### src/rtl/mem_req_ctrl.sv
// Memory request controller: forwards stores, issues loads to a fixed-latency
// read port and returns load data in order through a credit-limited response FIFO.
module mem_req_ctrl #(
   parameter int unsigned RD_LAT    = 49,
   parameter int unsigned TAG_W     = 4,
   parameter int unsigned RSP_DEPTH = 8
) (
   input  logic             clk,
   input  logic             rst,
   input  logic             req_valid_,
   output logic             req_ready_,
   input  logic             req_we_,
   input  logic [15:1]      req_addr_,
   input  logic [15:0]      req_wdata_,
   input  logic [TAG_W-1:0] req_tag_,
   output logic             rsp_valid_,
   input  logic             rsp_ready_,
   output logic [15:0]      rsp_data_,
   output logic [TAG_W-1:0] rsp_tag_,
   output logic [15:1]      raddr0_,
   input  logic [15:0]      rdata0_,
   output logic             wen_,
   output logic [15:1]      waddr_,
   output logic [15:0]      wdata_
);

   localparam int unsigned CW  = $clog2(RSP_DEPTH + 1);
   localparam int unsigned PW  = $clog2(RSP_DEPTH);
   localparam int unsigned EW  = 16 + TAG_W;
   localparam int unsigned DLW = (RD_LAT + 1) * TAG_W;

   logic [CW-1:0]    inflight_q;
   logic [CW-1:0]    count_q;
   logic [CW:0]      outstanding;
   logic             accept;
   logic             load_acc;
   logic             store_acc;
   logic             push;
   logic             pop;
   logic             fifo_full;
   logic             fifo_nempty;
   logic [RD_LAT:0]  dl_vld_q;
   logic [DLW-1:0]   dl_tag_q;
   logic [EW-1:0]    fifo_q [RSP_DEPTH];
   logic [EW-1:0]    head;
   logic [PW-1:0]    wptr_q;
   logic [PW-1:0]    rptr_q;
   logic             wen_q;
   logic [15:1]      waddr_q;
   logic [15:0]      wdata_q;
   logic [15:1]      raddr_q;

   // Credits cover every load not yet handed back, so the FIFO can never overflow.
   assign outstanding = (CW+1)'(inflight_q) + (CW+1)'(count_q);
   assign req_ready_  = !rst && (req_we_ || (outstanding < (CW+1)'(RSP_DEPTH)));
   assign accept      = req_valid_ && req_ready_;
   assign load_acc    = accept && !req_we_;
   assign store_acc   = accept && req_we_;

   assign push        = dl_vld_q[RD_LAT];
   assign fifo_nempty = (count_q != '0);
   assign fifo_full   = (count_q == CW'(RSP_DEPTH));
   assign pop         = fifo_nempty && rsp_ready_;
   assign head        = fifo_q[rptr_q];

   // Load tracking delay line; the last stage lines up with rdata0_.
   always_ff @(posedge clk) begin
      if (rst) begin
         dl_vld_q <= '0;
      end else begin
         dl_vld_q <= (dl_vld_q << 1) | (RD_LAT+1)'(load_acc);
      end
   end

   always_ff @(posedge clk) begin
      dl_tag_q <= (dl_tag_q << TAG_W) | DLW'(req_tag_);
   end

   always_ff @(posedge clk) begin
      if (push && !rst) begin
         fifo_q[wptr_q] <= {rdata0_, dl_tag_q[DLW-1 -: TAG_W]};
      end
   end

   always_ff @(posedge clk) begin
      if (rst) begin
         wptr_q     <= '0;
         rptr_q     <= '0;
         count_q    <= '0;
         inflight_q <= '0;
      end else begin
         assert (!(push && fifo_full));
         if (push) wptr_q <= wptr_q + PW'(1);
         if (pop)  rptr_q <= rptr_q + PW'(1);
         count_q    <= count_q + CW'(push) - CW'(pop);
         inflight_q <= inflight_q + CW'(load_acc) - CW'(push);
      end
   end

   // Memory-side registers: one-cycle write strobe, read address held until the next load.
   always_ff @(posedge clk) begin
      if (rst) begin
         wen_q   <= 1'b0;
         waddr_q <= '0;
         wdata_q <= '0;
         raddr_q <= '0;
      end else begin
         wen_q <= store_acc;
         if (store_acc) begin
            waddr_q <= req_addr_;
            wdata_q <= req_wdata_;
         end
         if (load_acc) raddr_q <= req_addr_;
      end
   end

   // Outputs are forced to zero for the whole time reset is held.
   assign wen_       = wen_q && !rst;
   assign waddr_     = rst ? '0 : waddr_q;
   assign wdata_     = rst ? '0 : wdata_q;
   assign raddr0_    = rst ? '0 : raddr_q;
   assign rsp_valid_ = !rst && fifo_nempty;
   assign rsp_data_  = rsp_valid_ ? head[EW-1 -: 16] : '0;
   assign rsp_tag_   = rsp_valid_ ? head[TAG_W-1:0] : '0;

endmodule

### config.mk
export PLATFORM = sky130hd
export DESIGN_NAME = mem_req_ctrl
export DESIGN_NICKNAME = d
export VERILOG_FILES = /design/src/rtl/mem_req_ctrl.sv
export SDC_FILE = /design/constraint.sdc
export NUM_CORES = 1
export LEC_CHECK = 0
export ABC_AREA = 1
export CORE_MARGIN = 5
export CORE_UTILIZATION = 56
export CTS_CLUSTER_SIZE = 12
export DETAILED_ROUTE_END_ITERATION = 16
export GPL_TIMING_DRIVEN = 0
export MAX_ROUTING_LAYER = met4
export PLACE_DENSITY = 0.78
export SLEW_MARGIN = 20
export SYNTH_ARGS = -nofsm -noshare
export SYNTH_HDL_FRONTEND = slang
export SYNTH_SLANG_ARGS = --single-unit
### constraint.sdc
create_clock -name clk -period 2.5 [get_ports clk]
set_input_delay 0.375 -clock clk [delete_from_list [all_inputs] [get_ports clk]]
set_output_delay 0.375 -clock clk [all_outputs]
set_load 0.05 [all_outputs]
==> results of run 1 <==
[per-stage QoR]
step                      cell area, um2  total power [uW]  setup slack [ps]  util [%]  TNS (ps)
final                              17870             17800             74.01     68.96         0
after global routing               17870             18570            -4.388     68.96    -5.899
after CTS                          17840             17830            -20.22     68.83    -138.7
after detailed placement           16450             11600            -635.4     63.50    -24210
after global placement             16340             11510            -925.2     63.08   -148970
after floorplan                    14680             10560             205.5         -         0
[power breakdown]
group          internal, uW  leakage, uW  total, uW  switching, uW
Sequential             8260      0.00403       8380            115
Combinational          1050      0.00241       3190           2130
Clock                  3590     0.000650       6230           2650
Total                 12900      0.00710      17800           4900
[worst min-delay path by stage]
stage | start | endpoint | slack [ps] | cells past startpoint
after CTS | req_tag_[2] | dl_tag_q[2] | 270 | 1
after global placement | dl_tag_q[184] | dl_tag_q[188] | 310 | 0
after floorplan | dl_tag_q[96] | dl_tag_q[100] | 310 | 0
after detailed placement | dl_tag_q[112] | dl_tag_q[116] | 310 | 0
final | req_tag_[2] | dl_tag_q[2] | 290 | 1
after global routing | req_tag_[2] | dl_tag_q[2] | 270 | 1
[worst reg2reg max path: stages, from the launching register on]
cell	delay, ps
dfxtp_2	350
ha_1	290
nand3_1	80
nand2_1	80
a21oi_4	190
nand4_4	160
buf_2	230
inv_1	70
ha_1	170
inv_1	60
fa_1	370
xor2_1	160
nor2_1	50
[area by class of cell]
class,instances,area (um2)
repair buffers,128,1277
well taps,335,419.2
flip-flops and latches,474,11090
clock inverters,9,91.34
clock buffers,62,1252
plain buffers,58,337.8
fillers,1798,8044
inverters,159,599.3
multi-input cells,576,2795
[kinds of logic after synthesis]
family,count (synthesis)
DFF,474
and+or+nand+nor,357
buffers and inverters,217
AOI/OAI and AO/OA,200
adders and majority gates,16
xor gates and xnor gates,3
[cell usage in the layout, fill, tap and decap left out, types with 2 or more instances in the layout]
cell type          n
a21oi_1            9
buf_1              4
buf_2             18
buf_4             21
buf_6             11
buf_8              3
clkbuf_1          26
clkbuf_16         47
clkbuf_2          13
clkbuf_4           8
clkbuf_8           2
clkdlybuf4s15_2   39
clkdlybuf4s50_1   55
clkinv_1           3
clkinv_2           2
clkinv_8           2
dfxtp_1          311
dfxtp_2            3
edfxtp_1         160
fa_1               2
ha_1              13
inv_1            157
nand2_1           43
nand3_1            5
nor2_1           295
nor2_2             7
nor2_4             5
o21ai_0          128
o21ai_1           41
o32ai_1           17
o32ai_2            3
xor2_1             3
[per-layer routing]
metal | vias up | part of all wire (%) | track usage [%]
met3 | 58 | 8.6 | 4.550
met1 | 4256 | 41 | 25.19
met2 | 382 | 48 | 34.07
li1 | 4433 | - | -
met4 | 0 | 2.2 | 6.664
met5 | - | 0 | -
[sequential cells by signal (all words and copies together) (netlist names), named ones only]
register and count:
fifo_q 160, wptr_q 3, count_q 4, raddr_q 15
wen_q 1, rptr_q 3, wdata_q 16, dl_vld_q 50
waddr_q 15, inflight_q 4, dl_tag_q 200
[timing repair]
item,in CTS,in global routing
endpoints found under the hold margin,0,0
gates resized for setup,274,52
setup endpoints to repair,69,68
hold buffers,0,0
pin swaps,1,4
==> results.yml, run 1 <==
run_status:
  status: "completed"
sta:
  rsz0062_at_grt: "true"
  hold_slack_ps: 287.9
  layout_min_cycle_time_ps: 2426
  setup_viol: 0
  relSlewSlack_pct: 49.51
  tightest_slew_ps: 755.6
  slew_viol_final: 0
  hold_viol: 0
  period_share_pct: 97.04
  skew_ps: 15.70
  fmax_ghz: 0.4122
power_and_ir_drop:
  p_leak_uw: 0.007095
  pwr_density_cell_mw_per_mm2: 996.1
  ir_drop_mv: 0.9624
worst_setup_path:
  setup.worst_path.start: "rst"
  startpoint_type: "input pin"
  critical_path_required_ps: 2120
  crit_slowest_cell: "clkdlybuf4s50_1"
  rr_endpoint: "inflight_q[2]"
  critical_path_depth: 6
  cp_top_family: "buffers and inverters"
  r2r_start: "inflight_q[1]"
  path_max_fanout: 10
  crit_path_frequent_cell: "clkbuf_4"
  crit_end: "raddr0_[13]"
  path_buf_inv: 5
  slowest_delay_ps: 430
  path_class: "input pin to output port"
  cp-end-kind: "output port"
  arrival_ps: 2050
  worst_r2r_path_depth: 12
  path_cells: "clkdlybuf4s50_1, clkbuf_4, buf_2, clkbuf_4, nor2_1, clkdlybuf4s15_2"
  r2r_slack_ps: 140
logic_synthesis:
  synth_common_cells: "314 x dfxtp_1, 307 x nor2_1, 160 x edfxtp_1"
  synth.top_cells.by_area: "dfxtp_1 43%, edfxtp_1 33%, nor2_1 7.8%"
  synth_mux_area_share_pct: 0
  synthAdderAreaFrac_pct: 1.466
  synth_ff_type: "dfxtp_1"
  synthesis.instances: 1267
  async_flop_share_pct: 0
  avgSynthCellArea_um2: 11.59
  synth_top_family_by_area: "simple AND/OR/NAND/NOR gates"
  synth_xor_area_share_pct: 0.1789
  yosysMostFrequentCell: "dfxtp_1"
  synth-edff-count: 160
  synth_area_mm2: 0.01468
  synth_cell_types: 25
  synth_top_area_share_pct: 42.81
  yosys_warnings: 0
  syn-num-nets: 1339
  seq_area_frac_synth_pct: 75.53
  yosys.area_share.simple_pct: 9.330
  synth_area_leader_cell: "dfxtp_1"
  synth-compound-area-share_pct: 7.405
  synth_seq_cells: 474
clocking:
  clock_path_buffers: 3
  cts_max_level: 2
  clkSinkCount: 474
  cts_tree: "yes"
  cts_buffers: 47
  clk_latency_ps: 540
  cts.clk_slew.worst_paths_ps: 50
  cts_setup_buffers: 0
  cts-root-buf: "clkbuf_16"
grt:
  antenna_found_initial: 0
  grt_pass1_vias: 9330
  grt_max_degree: 21
  grt_pass1_wl_um: 46820
  grt_usage_pct: 20.51
  overflow: 0
detailed_routing:
  remaining_drc_errors: 0
  via_count: 9129
  drt_pass1_iterations: 5
  final_antenna_net_count: 0
  drt_iter0_drc: 624
  vias_per_cell: 5.069
  postRouteWirelength_um: 29120
  wl_per_cell_um: 16.17
floorplanning:
  die_w_um: 171.9
  die_area_mm2: 0.02956
  core_mm2: 0.02591
  start_util_pct: 56.67
  ios: 125
  num_rows: 59
  fp.dieH_um: 171.9
place:
  port_buffers: 124
  place_inst: 1730
  finalWeightedCongestion: 0.8341
  post-dp-hpwl_um: 17680
final_layout:
  fin_nets: 1516
  drive_above_1_share_pct: 13.23
  antenna_cells: 0
  stdcell_count: 1801
  area_delta_synth_final_pct: 21.68
run:
  cap_violations: 0
worst_hold_path:
  hold_class: "input pin to flip-flop"
(Power assumes the default switching activity.)
==> run 2: changes to the inputs <==
Settings changed: CORE_MARGIN 5 to not set, SLEW_MARGIN 20 to 30.
==> run 2 against run 1 <==
Compared with the run above: the flow now finishes with violations (negative setup slack); die area is 9.1% lower; clock power up 1%; register-to-register slack better by 20 ps; critical endpoint is now rsp_tag_[0]; largest power group unchanged; highest routed layer unchanged.
==> results.yml, run 2 (same netlist as run 1, synthesis figures left out) <==
clocking:
  cts.clk_slew.worst_paths_ps: 60
  clock_path_buffers: 3
  cts_buffers: 46
  clkSinkCount: 474
  hold_buffers: 0
  cts_tree: "yes"
  clk_latency_ps: 540
  cts_max_level: 2
  cts-root-buf: "clkbuf_16"
grt:
  grt.met2_usage_pct: 37.81
  grt_max_degree: 21
  antenna_found_initial: 0
  grt_use_met3_pct: 5.051
  grt_pass1_vias: 9269
  grt_pass1_wl_um: 45280
  overflow: 0
  grt_usage_pct: 22.56
  grt_busiest_layer: "met2"
  grt_use_met1_pct: 26.46
sta:
  setup_tns_ps: -10.04
  setup_viol: 1
  relSlewSlack_pct: 51.27
  rsz0062_at_grt: "true"
  fmax_ghz: 0.3984
  tightest_slew_ps: 729.3
  slew_viol_final: 0
  skew_ps: 12.50
  layout_setup_ws_ps: -10.04
  period_share_pct: 100.4
  hold_viol: 0
  layout_min_cycle_time_ps: 2510
place:
  finalWeightedCongestion: 0.8287
  place_area_mm2: 0.01651
  port_buffers: 124
  post-dp-hpwl_um: 17180
power_and_ir_drop:
  ir_drop_mv: 0.6893
  pwr_density_cell_mw_per_mm2: 995.4
  p_leak_uw: 0.007150
  finalPower_uw: 17960
worst_setup_path:
  rr_endpoint: "inflight_q[2]"
  crit_end: "rsp_tag_[0]"
  r2r_start: "inflight_q[3]"
  cp-end-kind: "output port"
  path_max_fanout: 10
  worst_r2r_path_depth: 12
  path_class: "flip-flop to output port"
  r2r_slack_ps: 160
  arrival_ps: 2140
  startpoint_type: "flip-flop"
  critical_path_required_ps: 2120
final_layout:
  antenna_cells: 0
  final_area_mm2: 0.01804
  final_common_cell: "dfxtp_1"
  num-fill-cells: 1683
  final_cell_mix: "310 x dfxtp_1, 296 x nor2_1, 160 x edfxtp_1, 157 x inv_1, 127 x o21ai_0"
  fin_nets: 1520
  final_core_util_pct: 70.82
  drive_above_1_share_pct: 13.60
  regMostFlops: "dl_tag_q"
  largest_register_ffs: 200
  area_delta_synth_final_pct: 22.85
  reg_top3: "dl_tag_q (200), fifo_q (160), dl_vld_q (50)"
floorplanning:
  die_area_mm2: 0.02687
  ios: 125
  fp.dieH_um: 163.9
  core_mm2: 0.02547
  start_util_pct: 57.65
  num_rows: 58
  die_w_um: 163.9
detailed_routing:
  final_antenna_net_count: 0
  drt_iter0_drc: 703
  drt_pass1_iterations: 5
  remaining_drc_errors: 0
  vias_per_cell: 5.092
  wl_per_cell_um: 16.13
  via_count: 9171
  postRouteWirelength_um: 29050
run_status:
  status: "finished with violations"
  violations: "negative setup slack"
run:
  cap_violations: 0
worst_hold_path:
  hold_class: "input pin to flip-flop"
## run 2: layer usage
layer / up-vias / routed length [um]
met3: 64 / 2390
met5: - / 0
li1: 4423 / -
met1: 4303 / 11580
met2: 381 / 14310
met4: 0 / 764
## run 2: how the worst min path moves through the flow
stage / from / to / slack, ps / cells past startpoint
floorplan: dl_tag_q[96] / dl_tag_q[100] / 310 / 0
finish: req_tag_[1] / dl_tag_q[1] / 290 / 1
global placement: dl_tag_q[6] / dl_tag_q[10] / 310 / 0
CTS: req_tag_[1] / dl_tag_q[1] / 280 / 1
global route: req_tag_[1] / dl_tag_q[1] / 280 / 1
detailed placement: dl_tag_q[9] / dl_tag_q[13] / 310 / 0
## run 2: final cells by class
type,count,area [um2],area share (%)
plain buffers,58,346.6,1.921
clock buffers,68,1326,7.352
clock inverters,3,32.53,0.1803
inverters,159,599.3,3.322
multi-input cells,576,2808,15.56
flip-flops and latches,474,11100,61.51
well taps,330,412.9,2.289
repair buffers,133,1419,7.865
## run 2: where the power goes
group,leakage (uW),internal [uW],switching (uW)
clock,0.000661,3640,2650
sequential,0.00403,8260,111
combinational,0.00246,1110,2170
## run 2: worst max-delay path, stage by stage (launching register included)
cell and delay, ps:
dfxtp_1 310, buf_4 150, buf_2 190, nor2_1 180, o21ai_0 120, o21ai_1 110
o21ai_2 90, nor2_2 230, buf_6 190
## run 2: per-stage QoR
step / worst slack, ps / instances / hold WS [ps]
2_1_floorplan: 205.5 / 1267 / 309.6
3_3_place_gp: -886.2 / 1721 / 311.2
3_5_place_dp: -697.3 / 1726 / 312.1
4_1_cts: 8.008 / 1797 / 276.2
5_1_grt: -132.9 / 1801 / 275.0
6_report: -10.04 / 1801 / 289.9
## run 2: timing repair
action                     4_1_cts  5_1_grt
buffers inserted                 0        2
resized for setup              282       50
pin swaps                        2        7
setup endpoints to repair       69       70
cloned                           0        2
==> run 3: changes to the inputs <==
--- a/config.mk
+++ b/config.mk
@@ -7,7 +7,8 @@
 export LEC_CHECK = 0
 export ABC_AREA = 1
-export CORE_UTILIZATION = 56
+export CORE_UTILIZATION = 60
 export CTS_CLUSTER_SIZE = 12
 export DETAILED_ROUTE_END_ITERATION = 16
+export DONT_BUFFER_PORTS = 1
 export GPL_TIMING_DRIVEN = 0
 export MAX_ROUTING_LAYER = met4
==> constraint.sdc (replaced) <==
create_clock -name clk -period 2.5 [get_ports clk]
set_input_delay 0.375 -clock clk [delete_from_list [all_inputs] [get_ports clk]]
set_output_delay 0.375 -clock clk [all_outputs]
set_load 0.005 [all_outputs]
==> run 3 against run 2 <==
Compared with the run above: the run now ends clean; worst hold slack got worse by 230 ps; final area fell by 5.4%; maximum frequency rose by 4.0%; via count fell by 2.5%; routed wire length fell by 2.1%; sequential power barely moved; clock power fell by 3%; first-iteration DRC count fell by 4.4%; count of clock-buffer cells in the layout did not move; largest power group unchanged.
==> results.yml, run 3 (same netlist as run 1, synthesis figures left out) <==
worst_setup_path:
  arrival_ps: 2040
  r2r_slack_ps: 180
  critical_path_required_ps: 2120
  startpoint_type: "flip-flop"
  worst_r2r_path_depth: 11
  crit_end: "rsp_tag_[2]"
  cp-end-kind: "output port"
  path_class: "flip-flop to output port"
  path_max_fanout: 10
  r2r_start: "inflight_q[3]"
  rr_endpoint: "inflight_q[2]"
place:
  finalWeightedCongestion: 0.8592
  post-dp-hpwl_um: 16630
  place_area_mm2: 0.01520
  port_buffers: 0
  place_inst: 1590
sta:
  slew_viol_final: 0
  rsz0062_at_grt: "true"
  relSlewSlack_pct: 52.49
  layout_min_cycle_time_ps: 2414
  hold_slack_ps: 63.92
  hold_viol: 0
  tightest_slew_ps: 711.0
  period_share_pct: 96.57
  skew_ps: 15.36
  setup_viol: 0
  fmax_ghz: 0.4142
final_layout:
  final_common_cell: "dfxtp_1"
  final_area_mm2: 0.01706
  area_delta_synth_final_pct: 16.18
  regMostFlops: "dl_tag_q"
  largest_register_ffs: 200
  final_core_util_pct: 71.82
  antenna_cells: 0
  fin_nets: 1440
  stdcell_count: 1711
  final_cell_mix: "312 x dfxtp_1, 299 x nor2_1, 160 x edfxtp_1, 157 x inv_1, 134 x o21ai_0"
  drive_above_1_share_pct: 7.974
  reg_top3: "dl_tag_q (200), fifo_q (160), dl_vld_q (50)"
clocking:
  clkSinkCount: 474
  cts-root-buf: "clkbuf_16"
  cts_max_level: 2
  clk_latency_ps: 540
  clock_path_buffers: 3
  cts_buffers: 46
  cts.clk_slew.worst_paths_ps: 60
  cts_tree: "yes"
grt:
  grt_pass1_vias: 9231
  grt_usage_pct: 24.10
  grt_max_degree: 21
  overflow: 0
  grt_pass1_wl_um: 44940
  antenna_found_initial: 0
detailed_routing:
  via_count: 8940
  wl_per_cell_um: 16.63
  final_antenna_net_count: 0
  postRouteWirelength_um: 28450
  drt_pass1_iterations: 5
  remaining_drc_errors: 0
  drt_iter0_drc: 672
  vias_per_cell: 5.225
power_and_ir_drop:
  p_leak_uw: 0.006749
  ir_drop_mv: 0.6634
  pwr_density_cell_mw_per_mm2: 980.1
floorplanning:
  ios: 125
  start_util_pct: 61.82
  die_w_um: 158.4
  core_mm2: 0.02375
  fp.dieH_um: 158.4
  num_rows: 56
  die_area_mm2: 0.02510
worst_hold_path:
  holdCritStartpoint: "rst"
  hold_class: "input pin to flip-flop"
run_status:
  status: "completed"
run:
  cap_violations: 0
[run 3: changes by cell type in the layout (fill, tap and decap cells not counted), moves of 3 or more]
| cell | change |
|---|---|
| nor2_2 | -3 |
| clkbuf_4 | -11 |
| buf_6 | -9 |
| clkbuf_8 | -3 |
| buf_4 | -12 |
| o21ai_0 | +7 |
| nor2_1 | +3 |
| dlygate4sd3_1 | +51 |
| clkdlybuf4s50_1 | -55 |
| buf_16 | -3 |
| clkdlybuf4s15_2 | -47 |
| clkbuf_1 | +5 |
| o21ai_1 | -5 |
[run 3: how the worst min path moves through the flow]
stage                               end  cells after the start  slack (ps)
after global placement     dl_tag_q[10]                      0         310
final                         wptr_q[2]                      3          60
after floorplan           dl_tag_q[100]                      0         310
after global routing          wptr_q[2]                      3          70
after detailed placement  dl_tag_q[106]                      0         310
after CTS                     wptr_q[2]                      3          50
[run 3: per-layer routing]
layer,part of all wire [%],track usage (%),vias to the layer above
met5,0,-,-
li1,-,-,4268
met1,40,27.81,4183
met2,49,42.08,408
met3,7.6,4.001,81
met4,3.0,9.295,0
[run 3: critical path, stage by stage, from the launching register on]
cell and delay (ps):
dfxtp_1 310, buf_4 150, clkbuf_1 300, o32ai_1 390
nor2_1 70, nor2_1 280
[run 3: area by class of cell]
type                            count  area, um2
Multi-Input combinational cell    576       2783
Fill cell                        1519       6693
Sequential cell                   474      11090
Buffer                             56      300.3
Clock buffer                       68       1276
Clock inverter                      4      38.79
Timing Repair Buffer               55      570.5
Inverter                          159      599.3
Tap cell                          319      399.1
[run 3: repair_timing]
action,CTS,global route
setup endpoints to repair,3,21
gates resized for setup,2,19
setup buffers,0,0
hold endpoints to repair,178,0
pin swaps,0,1
hold buffers,51,0
[run 3: stage by stage]
step	TNS, ps	power (uW)	worst slack, ps
after floorplan	0	9965	352.8
after global placement	-41960	10470	-356.7
after detailed placement	0	10560	21.65
after CTS	0	16750	3.296
after global routing	-35.60	17440	-15.98
final	0	16720	85.81
[run 3: where the power goes]
group	switching (uW)	internal (uW)	leakage [uW]	total, uW
combinational	1470	758	0.00208	2230
sequential	110	8260	0.00403	8370
clock	2610	3510	0.000639	6120
total	4190	12500	0.00675	16700
